File: config.mk
export PLATFORM = sky130hd
export DESIGN_NAME = instruction_fetch_unit_flat
export DESIGN_NICKNAME = d
export VERILOG_FILES = /design/src/rtl/instruction_fetch_unit_if.sv /design/src/rtl/instruction_fetch_unit.sv /design/src/flat_wrapper.sv
export SDC_FILE = /design/constraint.sdc
export NUM_CORES = 1
export LEC_CHECK = 0
export CAP_MARGIN = 20
export CORE_UTILIZATION = 45
export DETAILED_ROUTE_END_ITERATION = 10
export PLACE_DENSITY = 0.84
export SYNTH_ARGS = -nofsm -noshare
export SYNTH_HDL_FRONTEND = slang
export SYNTH_SLANG_ARGS = --single-unit
File: constraint.sdc
create_clock -name clock -period 6.2 [get_ports clock]
set_clock_uncertainty 0.2 [all_clocks]
set_input_delay 0.93 -clock clock [delete_from_list [all_inputs] [get_ports clock]]
set_output_delay 0.93 -clock clock [all_outputs]
set_load 0.05 [all_outputs]
File: src/rtl/instruction_fetch_unit_if.sv
// Fetch-stage bus: loader start, program memory read port, decoder handshake and branch redirect.
// Trits are 2-bit codes: 2'b10 = -1, 2'b00 = 0, 2'b01 = +1; trit 0 sits in bits [1:0].
interface instruction_fetch_unit_if #(
  parameter int WORD_SIZE     = 9,
  parameter int MEM_ADDR_SIZE = 6
);
  logic                         start;
  logic [2*MEM_ADDR_SIZE-1:0]   mem_addr;
  logic                         mem_read;
  logic [2*WORD_SIZE-1:0]       mem_read_data;
  logic [2*WORD_SIZE-1:0]       instr_out;
  logic                         instr_valid;
  logic                         instr_ready;
  logic                         branch_taken;
  logic [2*MEM_ADDR_SIZE-1:0]   branch_target;
  logic [2*MEM_ADDR_SIZE-1:0]   pc;
  logic                         halted;

  modport master (
    input  start, mem_read_data, instr_ready, branch_taken, branch_target,
    output mem_addr, mem_read, instr_out, instr_valid, pc, halted
  );

  modport slave (
    output start, mem_read_data, instr_ready, branch_taken, branch_target,
    input  mem_addr, mem_read, instr_out, instr_valid, pc, halted
  );
endinterface

File: src/rtl/instruction_fetch_unit.sv
// Ternary fetch stage: walks program memory from the minimum balanced-ternary address upward,
// hands each word to the decoder over valid/ready, follows branch redirects, halts after the top address.
module instruction_fetch_unit #(
  parameter int WORD_SIZE     = 9,
  parameter int MEM_ADDR_SIZE = 6
) (
  input  logic                    clock,
  input  logic                    reset,
  instruction_fetch_unit_if.master bus
);
  // state | meaning
  // IDLE  | waiting for the loader to finish
  // REQ   | read strobe issued at pc
  // WAIT  | memory returns the word; capture it
  // HOLD  | word offered to the decoder until accepted
  // HALT  | top address consumed; frozen until reset
  localparam int AW = 2*MEM_ADDR_SIZE;
  localparam int DW = 2*WORD_SIZE;
  localparam logic [1:0] TRIT_NEG  = 2'b10;
  localparam logic [1:0] TRIT_ZERO = 2'b00;
  localparam logic [1:0] TRIT_POS  = 2'b01;
  localparam logic [AW-1:0] ADDR_MIN = {MEM_ADDR_SIZE{TRIT_NEG}};
  localparam logic [AW-1:0] ADDR_MAX = {MEM_ADDR_SIZE{TRIT_POS}};

  typedef enum logic [2:0] {ST_IDLE, ST_REQ, ST_WAIT, ST_HOLD, ST_HALT} state_t;

  state_t          state_q, state_d;
  logic [AW-1:0]   pc_q, pc_d;
  logic [DW-1:0]   instr_q, instr_d;
  logic            valid_q, valid_d;
  logic            halted_q, halted_d;
  logic [AW-1:0]   pc_inc;

  // Zero trits above pc never change the low trits of a +1, and the carry out of the
  // top trit only appears on wrap past the maximum, which the FSM never takes.
  function automatic logic [AW-1:0] trit_inc(input logic [AW-1:0] a);
    logic [AW-1:0] r;
    logic          carry;
    r     = a;
    carry = 1'b1;
    for (int i = 0; i < MEM_ADDR_SIZE; i++) begin
      if (carry) begin
        case (a[2*i +: 2])
          TRIT_NEG:  begin r[2*i +: 2] = TRIT_ZERO; carry = 1'b0; end
          TRIT_ZERO: begin r[2*i +: 2] = TRIT_POS;  carry = 1'b0; end
          default:   begin r[2*i +: 2] = TRIT_NEG;  carry = 1'b1; end
        endcase
      end
    end
    return r;
  endfunction

  assign pc_inc = trit_inc(pc_q);

  always_ff @(posedge clock or negedge reset) begin
    if (!reset) begin
      state_q  <= ST_IDLE;
      pc_q     <= ADDR_MIN;
      instr_q  <= {WORD_SIZE{TRIT_ZERO}};
      valid_q  <= 1'b0;
      halted_q <= 1'b0;
    end else begin
      state_q  <= state_d;
      pc_q     <= pc_d;
      instr_q  <= instr_d;
      valid_q  <= valid_d;
      halted_q <= halted_d;
    end
  end

  always_comb begin
    state_d  = state_q;
    pc_d     = pc_q;
    instr_d  = instr_q;
    valid_d  = valid_q;
    halted_d = halted_q;
    case (state_q)
      ST_IDLE: begin
        if (bus.start) begin
          state_d = ST_REQ;
          pc_d    = ADDR_MIN;
        end
      end
      ST_REQ, ST_WAIT, ST_HOLD: begin
        // A redirect beats a same-cycle handshake: the held word is dropped, not delivered.
        if (bus.branch_taken) begin
          pc_d    = bus.branch_target;
          valid_d = 1'b0;
          state_d = ST_REQ;
        end else if (state_q == ST_REQ) begin
          state_d = ST_WAIT;
        end else if (state_q == ST_WAIT) begin
          instr_d = bus.mem_read_data;
          valid_d = 1'b1;
          state_d = ST_HOLD;
        end else if (bus.instr_ready) begin
          valid_d = 1'b0;
          if (pc_q == ADDR_MAX) begin
            state_d  = ST_HALT;
            halted_d = 1'b1;
          end else begin
            pc_d    = pc_inc;
            state_d = ST_REQ;
          end
        end
      end
      default: begin
      end
    endcase
  end

  assign bus.mem_addr    = pc_q;
  assign bus.pc          = pc_q;
  assign bus.mem_read    = (state_q == ST_REQ);
  assign bus.instr_out   = instr_q;
  assign bus.instr_valid = valid_q;
  assign bus.halted      = halted_q;
endmodule

File: src/flat_wrapper.sv
// flat-port wrapper written by rule: the top's interface ports become plain ports
module instruction_fetch_unit_flat 
#(
  parameter int WORD_SIZE     = 9,
  parameter int MEM_ADDR_SIZE = 6
)
  (clock, reset, bus_start, bus_mem_read_data, bus_instr_ready, bus_branch_taken, bus_branch_target, bus_mem_addr, bus_mem_read, bus_instr_out, bus_instr_valid, bus_pc, bus_halted);
  instruction_fetch_unit_if #(.WORD_SIZE(WORD_SIZE), .MEM_ADDR_SIZE(MEM_ADDR_SIZE)) bus_i ();
  input  logic clock;
  input  logic reset;
  input wire logic [$bits(bus_i.start)-1:0] bus_start;
  input wire logic [$bits(bus_i.mem_read_data)-1:0] bus_mem_read_data;
  input wire logic [$bits(bus_i.instr_ready)-1:0] bus_instr_ready;
  input wire logic [$bits(bus_i.branch_taken)-1:0] bus_branch_taken;
  input wire logic [$bits(bus_i.branch_target)-1:0] bus_branch_target;
  output wire logic [$bits(bus_i.mem_addr)-1:0] bus_mem_addr;
  output wire logic [$bits(bus_i.mem_read)-1:0] bus_mem_read;
  output wire logic [$bits(bus_i.instr_out)-1:0] bus_instr_out;
  output wire logic [$bits(bus_i.instr_valid)-1:0] bus_instr_valid;
  output wire logic [$bits(bus_i.pc)-1:0] bus_pc;
  output wire logic [$bits(bus_i.halted)-1:0] bus_halted;
  assign bus_i.start = bus_start;
  assign bus_i.mem_read_data = bus_mem_read_data;
  assign bus_i.instr_ready = bus_instr_ready;
  assign bus_i.branch_taken = bus_branch_taken;
  assign bus_i.branch_target = bus_branch_target;
  assign bus_mem_addr = bus_i.mem_addr;
  assign bus_mem_read = bus_i.mem_read;
  assign bus_instr_out = bus_i.instr_out;
  assign bus_instr_valid = bus_i.instr_valid;
  assign bus_pc = bus_i.pc;
  assign bus_halted = bus_i.halted;
  instruction_fetch_unit #(.WORD_SIZE(WORD_SIZE), .MEM_ADDR_SIZE(MEM_ADDR_SIZE)) u_core (.clock(clock), .reset(reset), .bus(bus_i));
endmodule
## Word-level counts from Yosys, hierarchy flattened

Index checks and enable logic that the tools add are counted.

- Bits of input ports: 35
- Bits in registers: 35
- Output and inout bits: 45

- Reductions and logical operators: 25
- Bitwise operators: 3
- Muxes and demuxes: 37
- Equality and inequality tests: 22

Operators with widths:

| cell | number |
|---|---|
| 2-to-1 mux 12 bit | 6 |
| AND reduction 7 bit | 5 |
| inequality test 3 bit (second input constant) | 9 |
| one-hot mux 12 bit (2 select lines) | 1 |
| one-hot mux 2 bit (2 select lines) | 6 |
| 2-to-1 mux 3 bit | 6 |
| equality test 12 x 11 -> 1 bit (second input constant) | 1 |
| equality test 2 bit (second input constant) | 6 |
| logical NOT 2 bit | 6 |
| 2-to-1 mux 1 bit | 12 |
| AND reduction 6 bit | 2 |
| 2-to-1 mux 2 bit | 5 |
| OR reduction 2 bit | 5 |
| equality test 3 x 2 -> 1 bit (second input constant) | 2 |
| one-hot mux 3 bit (2 select lines) | 1 |
| AND reduction 3 bit | 2 |
| inequality test 5 x 4 -> 1 bit (second input constant) | 1 |
| inequality test 2 bit (second input constant) | 2 |
| AND reduction 4 bit | 1 |
| equality test 3 x 1 -> 1 bit (second input constant) | 1 |
| logical NOT 3 bit | 1 |
| inverter 1 bit | 3 |
| nonzero test 3 bit | 1 |
| OR reduction 3 bit | 1 |
| nonzero test 2 bit | 1 |

## Logic depth before layout (Yosys ltp)

Gate-level depths: netlist of run 1.

- Depth in word-level cells: 14
- Depth in mapped cells: 6

## Worst setup path after synthesis of run 1

No wires, ideal clock.

- Kind: reg2out
- Start: reg u_core.state_q[2]
- End: out bus_mem_read
- Arrival time: 1.526 ns
- Path slack: 3.544 ns
- Cell stages (with the launch flop): 4
- Path through: dfrtp_1 > buf_1 > nor2b_1 > nor2b_1

- Longest elaborated chain between the ends: 1

RTL lines:

| element | line | source |
|---|---|---|
| start: declaration | instruction_fetch_unit.sv:27 | `state_t state_q, state_d;` |
| start signal: assignment | instruction_fetch_unit.sv:63 | `state_q <= state_d;` |
| equality test 3 x 1 -> 1 bit | instruction_fetch_unit.sv:114 | `assign bus.mem_read = (state_q == ST_REQ);` |
| end: declaration | flat_wrapper.sv:17 | `output wire logic [$bits(bus_i.mem_read)-1:0] bus_mem_read;` |

Every way passes these cells.

## Worst setup path after layout of run 1

- Start: reg u_core.state_q[0]
- End: out bus_mem_read

The elaborated chain is that of the path after synthesis.

==> results of run 1 <==
cell families after synthesis:
logic type,share of synthesized area
AND/OR/NAND/NOR,0.126
multiplexers,0.175
flip-flops,0.464
AO/OA/AOI/OAI,0.156
buffers and inverters,0.0794
area by class of cell:
cell class / count / area [um2] / share of cell area
Clock buffer: 6 / 72.6 / 0.0265
Clock inverter: 2 / 12.5 / 0.00457
Inverter: 3 / 11.3 / 0.00412
Multi-Input combinational cell: 106 / 871 / 0.318
Sequential cell: 35 / 883 / 0.323
Tap cell: 50 / 62.6 / 0.0229
Timing Repair Buffer: 81 / 822 / 0.301
power by group through the flow:
stage / registers [W] / logic (W) / clock network, W
CTS: 0.000440 / 0.000954 / 0.000165
finish: 0.000439 / 0.000951 / 0.000161
global placement: 0.000437 / 0.000938 / 0
global route: 0.000456 / 0.000989 / 0.000177
detailed placement: 0.000442 / 0.000951 / 0
floorplan: 0.000755 / 0.000357 / 0
critical path, delay by kind of cell (launching register included):
family | cells | cell delay [ps]
and+or+nand+nor | 2 | 390
buffers and inverters | 1 | 810
DFF | 1 | 690
sequential cells by signal, summed over array words and instances, names as in the netlist:
name	count
u_core.state_q	3
u_core.bus.halted	1
u_core.bus.instr_valid	1
u_core.bus.mem_addr	12
u_core.bus.instr_out	18
metrics by stage:
stage	total power, W	cell area, um2	hold slack (ps)	setup slack, ps
floorplan	0.00111	1910	384	3540
global placement	0.00137	2610	277	2320
detailed placement	0.00139	2610	295	2280
CTS	0.00156	2700	311	2600
global route	0.00162	2740	326	2820
finish	0.00155	2740	308	2890
cell usage in the layout (no fill, tap or decap), types with 3 or more instances in the layout:
master,n
nor3_1,6
clkbuf_8,5
clkdlybuf4s50_1,78
o21ai_0,3
nor4_1,3
o211ai_1,5
nand3_1,3
dfstp_2,6
mux2_2,18
inv_1,3
mux2_1,8
mux2i_1,4
nor2_1,7
nand2_1,6
dfrtp_1,29
a21oi_1,8
per-layer routing:
metal  wire [um]  vias up
met4          75        0
li1            -      728
met5           0        -
met2        2260       65
met1        1830      746
met3         276        7
final timing paths:
kind	to	start	cells after the start
max in group asynchronous	u_core.bus.instr_out[5]	reset	1
min in group asynchronous	u_core.bus.instr_valid	reset	1
worst min-delay path	u_core.bus.instr_out[2]	u_core.bus.instr_out[2]	1
worst max-delay path	bus_mem_read	u_core.state_q[0]	3
worst max register to register	u_core.bus.instr_out[3]	u_core.state_q[1]	3
worst min register to register	u_core.bus.instr_out[2]	u_core.bus.instr_out[2]	1
==> out/metrics.csv, run 1 <==
metric,value,unit
diode count,0,
most numerous cell in the Yosys netlist,dfrtp_1,
Worst setup EP type,primary output,
Worst path slowest cell,clkdlybuf4s50_1,
Crit Path Category,register to primary output,
Routed WL per cell,15.7,um
GR Layer Usage met2,0.335,
Core ar.,4030,um2
Clock Path Buffers,2,
Initial Util,0.473,
final setup violation count,0,
Crit path required time,5070,ps
final non-filler cell total,283,
# rows,23,
die width,67.1,um
clock tree root driver cell,clkbuf_8,
Total GRT Usage,0.216,
Yosys cell types,48,
die height,67.1,um
PwrDens,567,nW/um2
Max Cap Viol,0,
Worst path max stage delay,810,ps
outcome,finished clean,
"top cells by area, synth","dfrtp_1 (38%), mux2_2 (11%), dfstp_2 (8.3%)",
H-tree depth,2,
Final min period,3310,ps
number of synthesized flops with an enable pin,0,
die area,4500,um2
detailed placer's ending HPWL,3100,um
"Slew Viols, Final",0,
Vias,1546,
share of cells above drive strength 1,0.193,
GR Util met3,0.0497,
sw frac,0.512,
number of global-route vias before repair,1471,
CP Max Fanout,18,
Num CTS Buffers,5,
CTS tree,built,
Post-Synthesis Cells,166,
worst reg2reg setup slack,3970,ps
clk sink count,35,
Netlist Area Pre-Place,1910,um2
vias per std cell,5.46,
"Seq/Total Area, Yosys",0.464,
port bufs,79,
met1 usage,0.280,
first-pass iteration count of the detailed router,4,
GR Overflow Total,0,
clock share of power,0.104,
Max VDD drop,0.382,mV
# IOs,80,
DP Cell Count,273,
initial antenna violation count,0,
Sequential Power Share,0.283,
routability cong.,0.773,
"top cells by count, synth","dfrtp_1 (29), mux2_2 (18), buf_4 (12)",
Worst Setup Start Kind,register,
measured slew at the worst slew-check pin,751,ps
DRC violations left,0,
post-route ant nets,0,
Routed WL,4440,um
Post-Syn Nets,201,
Crit path arrival time,2180,ps
hold_buf cts,0,
Post-synth ARST share,1.00,
starting DRC count in detailed routing,96,
fin crit share,0.534,
Setup TNS,0,ps
P_sw,0.000794,W
largest net degree at the start of global routing,36,
Yosys warning total,0,
first-pass GRT wire length,7040,um
Most common cell on crit path,nor2b_1,
GR peak layer,met2,
fmax,0.302,GHz
Fin. Hold Viols,0,
dominant cell type by area after synthesis,dfrtp_1,
clock transition at the registers of the reported paths,70,ps
post-CTS setup repair buffer count,0,
Hold Path Class,register to register,
PostCTS Resize Cnt,0,
Static Leakage,1.10,nW
Synth Flop Type,dfrtp_1,
RSZ-0062 raised after global routing,false,
Clock Latency Late Sink,290,ps
headroom to the max-slew limit,0.499,
Syn Area/Cell,11.5,um2
Area growth syn-to-layout,43.5,%
Comb pwr share,0.613,
Layout Nets,267,
Fillers,326,
area share of the leading cell type in the synthesized netlist,0.381,
Final Util,0.679,
Pint,0.000758,W
"flops & latches, synth",35,
cell chain of the critical path,nor2b_1 > nor2b_1 > clkdlybuf4s50_1,
No activity file was read; power rests on OpenSTA's default activity.
==> run 2, diff against run 1 <==
- CORE_UTILIZATION: 45 -> 38
- PLACE_DENSITY: 0.84 -> 0.76
- clock period: 6.2 -> 2.7 ns (I/O delays scaled with it)
==> run 2 against run 1 <==
Effect of this change: combinational power rose by 130%; final cell count rose by 7.4%; highest routed layer unchanged; clock power rose to 2.6 times the previous value; utilization fell by 9.5 points; critical endpoint is now bus_mem_addr[3]; first-iteration DRC count fell by 57%.
==> out/metrics.csv, run 2 (synthesized netlist as in run 1, its figures left out) <==
metric,value,unit
Total GRT Usage,0.186,
"commonest non-fill, non-tap cells in the layout","clkdlybuf4s50_1 (78), dfrtp_1 (29), mux2_2 (18)",
Clock Latency Late Sink,290,ps
Area growth syn-to-layout,46.7,%
CTS tree,built,
PwrDens,1290,nW/um2
first-pass iteration count of the detailed router,4,
Worst R2R Path Depth,4,
die width,72.8,um
post-CTS setup repair buffer count,0,
"most common cell after layout, fill and taps aside",clkdlybuf4s50_1,
worst reg2reg setup slack,660,ps
Worst path slowest cell,clkdlybuf4s50_1,
PostCTS Resize Cnt,0,
pre-CTS WS,265,ps
FF-to-FF End,u_core.bus.mem_addr[10],
cell chain of the critical path,clkdlybuf4s50_1,
Setup WS post-layout,417,ps
Worst Path Buf+Inv,1,
GR Overflow Total,0,
# rows,25,
H-tree depth,2,
Largest register FFs,18,
Max VDD drop,0.704,mV
Final min period,2280,ps
"Slew Viols, Final",0,
Crit Path Category,register to primary output,
starting DRC count in detailed routing,41,
DRC violations left,0,
clock transition at the registers of the reported paths,70,ps
hold_buf cts,0,
outcome,finished clean,
R2R Path Start,u_core.state_q[0],
Layout Nets,271,
Worst setup EP type,primary output,
headroom to the max-slew limit,0.643,
Hold Path Class,register to register,
Hold Crit Start,u_core.bus.halted,
post-route ant nets,0,
Routed WL per cell,14.8,um
Initial Util,0.398,
total power draw,0.00362,W
Worst path max stage delay,810,ps
measured slew at the worst slew-check pin,535,ps
vias per std cell,5.12,
port bufs,79,
Routed WL,4480,um
number of global-route vias before repair,1587,
Clock Path Buffers,2,
Num CTS Buffers,5,
# IOs,80,
Final Util,0.584,
die height,72.8,um
detailed placer's ending HPWL,3210,um
largest net degree at the start of global routing,36,
clk sink count,35,
RSZ-0062 raised after global routing,false,
Crit path required time,2100,ps
Vias,1555,
CP top delay family,buffers and inverters,
routability cong.,0.746,
Fin. Hold Viols,0,
diode count,0,
Max Cap Viol,0,
Worst setup startpoint,u_core.bus.mem_addr[3],
Worst Setup Start Kind,register,
share of cells above drive strength 1,0.207,
worst hold path endpoint,u_core.bus.halted,
clock tree root driver cell,clkbuf_8,
Static Leakage,1.13,nW
fmax,0.438,GHz
fin crit share,0.845,
CP Max Fanout,5,
final setup violation count,0,
die area,5300,um2
Hold Path Cell Cnt,1,
first-pass GRT wire length,7580,um
Setup TNS,0,ps
Crit path arrival time,1680,ps
Core ar.,4790,um2
initial antenna violation count,0,
[run 2: cell types whose count changed in the layout (fill, tap and decap cells not counted), sizes merged]
cell and delta:
clkbuf +1, buf +5, clkinv -1, clkinvlp -1
[run 2: per-layer routing]
layer  GRT usage  up-vias  share of wire
met1       0.230      730           0.43
met2       0.300       80           0.46
met4      0.0392        0         0.0042
met3      0.0870        4           0.11
met5           0        -              0
li1            -      741              -
[run 2: how the worst max path moves through the flow]
stage,end,slack [ps],depth (start not counted)
floorplan,bus_mem_read,570,3
global placement,u_core.bus.mem_addr[10],310,5
detailed placement,u_core.bus.mem_addr[10],270,5
CTS,bus_mem_addr[3],410,1
global route,bus_mem_addr[5],360,1
finish,bus_mem_addr[3],420,1
[run 2: layout make-up]
| type | count | area, um2 |
|---|---|---|
| Inverter | 3 | 11.3 |
| Multi-Input combinational cell | 106 | 871 |
| Sequential cell | 35 | 883 |
| Timing Repair Buffer | 85 | 846 |
| Clock buffer | 8 | 100 |
| Tap cell | 67 | 83.8 |
| Fill cell | 429 | 1990 |
[run 2: where the power goes]
part | internal [W] | total, W | switching, W | leakage (nW)
clock network | 0.000233 | 0.000420 | 0.000187 | 0.0515
registers | 0.000782 | 0.000985 | 0.000203 | 0.418
logic | 0.000785 | 0.00221 | 0.00143 | 0.657
[run 2: metrics by stage]
step                      cells  instance area [um2]  hold slack [ps]
after global placement      296                 2700              255
after detailed placement    296                 2700              271
after CTS                   304                 2800              289
final                       304                 2800              276
after global routing        304                 2800              298
after floorplan             166                 1910            -90.6
==> run 3, diff against run 2 <==
- clock period: 2.7 -> 2.1 ns (I/O delays scaled with it)
==> run 3 against run 2 <==
Effect of this change: die area did not move; final cell count is 4.3% higher; critical path depth unchanged; power grew 29%; global-route usage is 0.23 points lower.
==> out/metrics.csv, run 3 (synthesized netlist as in run 1, its figures left out) <==
metric,value,unit
outcome,finished clean,
largest net degree at the start of global routing,36,
Static Leakage,1.25,nW
R2R Path Start,u_core.bus.mem_addr[7],
Max VDD drop,1.01,mV
number of global-route vias before repair,1667,
Vias,1637,
Sequential cell area,883,um2
die height,72.8,um
routability cong.,0.783,
Worst Path Buf+Inv,1,
fmax,0.489,GHz
initial antenna violation count,0,
DRC violations left,0,
Hold Path Class,input pin to asynchronous set/reset pin,
diode count,0,
Largest register FFs,18,
final setup violation count,0,
Crit path required time,1580,ps
Fin. Hold Viols,0,
GR Overflow Total,0,
FF-to-FF End,u_core.bus.mem_addr[4],
starting DRC count in detailed routing,86,
Routed WL per cell,14.4,um
Crit path arrival time,1530,ps
die width,72.8,um
clock transition at the registers of the reported paths,80,ps
clock tree root driver cell,clkbuf_8,
pre-CTS WS,-241,ps
headroom to the max-slew limit,0.651,
die area,5300,um2
Crit Path Category,register to primary output,
Worst path slowest cell,clkdlybuf4s50_1,
fin crit share,0.973,
Setup WS post-layout,56.8,ps
total power draw,0.00468,W
Clock Latency Late Sink,290,ps
port bufs,79,
hold_buf cts,0,
# rows,25,
Routed WL,4580,um
"commonest non-fill, non-tap cells in the layout","clkdlybuf4s50_1 (55), buf_4 (38), dfrtp_1 (29)",
Worst path max stage delay,830,ps
area of the multi-input gates,891,um2
Fillers,420,
Total GRT Usage,0.184,
Max Cap Viol,0,
vias per std cell,5.16,
Worst Setup Start Kind,register,
clk sink count,35,
first-pass iteration count of the detailed router,4,
Worst R2R Path Depth,5,
Final min period,2040,ps
# IOs,80,
CP top delay family,buffers and inverters,
worst reg2reg setup slack,130,ps
PwrDens,1630,nW/um2
first-pass GRT wire length,7510,um
share of cells above drive strength 1,0.336,
CP Max Fanout,6,
measured slew at the worst slew-check pin,522,ps
cell chain of the critical path,clkdlybuf4s50_1,
detailed placer's ending HPWL,3340,um
post-route ant nets,0,
Initial Util,0.398,
Worst setup EP type,primary output,
Layout Nets,284,
Area growth syn-to-layout,51.0,%
H-tree depth,2,
"Slew Viols, Final",0,
Clock Path Buffers,2,
CTS tree,built,
RSZ-0062 raised after global routing,false,
Core ar.,4790,um2
"most common cell after layout, fill and taps aside",clkdlybuf4s50_1,
Num CTS Buffers,5,
[run 3: cell count changes in the layout (fill, tap and decap cells not counted)]
cell,before,now
buf_4,6,38
clkdlybuf4s50_1,78,55
dlymetal6s2s_1,0,3
and3_1,2,1
and3_4,0,1
buf_12,1,2
clkbuf_8,7,6
clkinv_4,0,1
nor4_1,3,2
nor4_4,0,1
[run 3: worst max path at each step]
| stage | startpoint | end | slack [ps] | depth (start not counted) |
|---|---|---|---|---|
| 2_1_floorplan | u_core.bus.mem_addr[11] | u_core.bus.mem_addr[10] | 30 | 4 |
| 3_5_place_dp | bus_start | u_core.bus.mem_addr[10] | -240 | 5 |
| 4_1_cts | u_core.bus.mem_addr[4] | bus_pc[4] | 20 | 1 |
| 5_1_grt | u_core.bus.mem_addr[10] | bus_mem_addr[10] | 4 | 1 |
| 3_3_place_gp | bus_start | u_core.bus.mem_addr[10] | -210 | 5 |
| 6_report | u_core.bus.mem_addr[10] | bus_mem_addr[10] | 60 | 1 |
[run 3: area by class of cell]
cell class,count,share of cell area
Tap cell,67,0.0291
Timing Repair Buffer,98,0.317
Multi-Input combinational cell,106,0.310
Clock buffer,7,0.0300
Inverter,3,0.00391
Sequential cell,35,0.307
Clock inverter,1,0.00304
[run 3: repair_timing]
| action | 4_1_cts | 5_1_grt |
|---|---|---|
| setup endpoints to repair | 0 | 4 |
| setup buffers | 0 | 0 |
| resized for setup | 0 | 5 |
[run 3: stage by stage]
stage / hold slack, ps / cell area [um2] / TNS (ps) / util / instances
after floorplan: -181 / 1910 / 0 / - / 166
after global placement: 256 / 2760 / -2270 / 0.577 / 309
after detailed placement: 266 / 2760 / -2930 / 0.577 / 309
after CTS: 249 / 2860 / 0 / 0.597 / 317
after global routing: 288 / 2880 / 0 / 0.601 / 317
final: 220 / 2880 / 0 / 0.601 / 317
[run 3: per-layer routing]
metal,track usage,share of wire,up-vias,routed length [um]
li1,-,-,768,-
met1,0.211,0.43,785,1980
met2,0.308,0.45,76,2070
met3,0.0732,0.10,8,457
met4,0.0719,0.016,0,74
met5,0,0,-,0
[run 3: report_power, final]
part	internal, W	total, W	switching (W)
clock	0.000269	0.000525	0.000256
combinational	0.00102	0.00292	0.00190
sequential	0.00101	0.00124	0.000233
total	0.00229	0.00468	0.00239
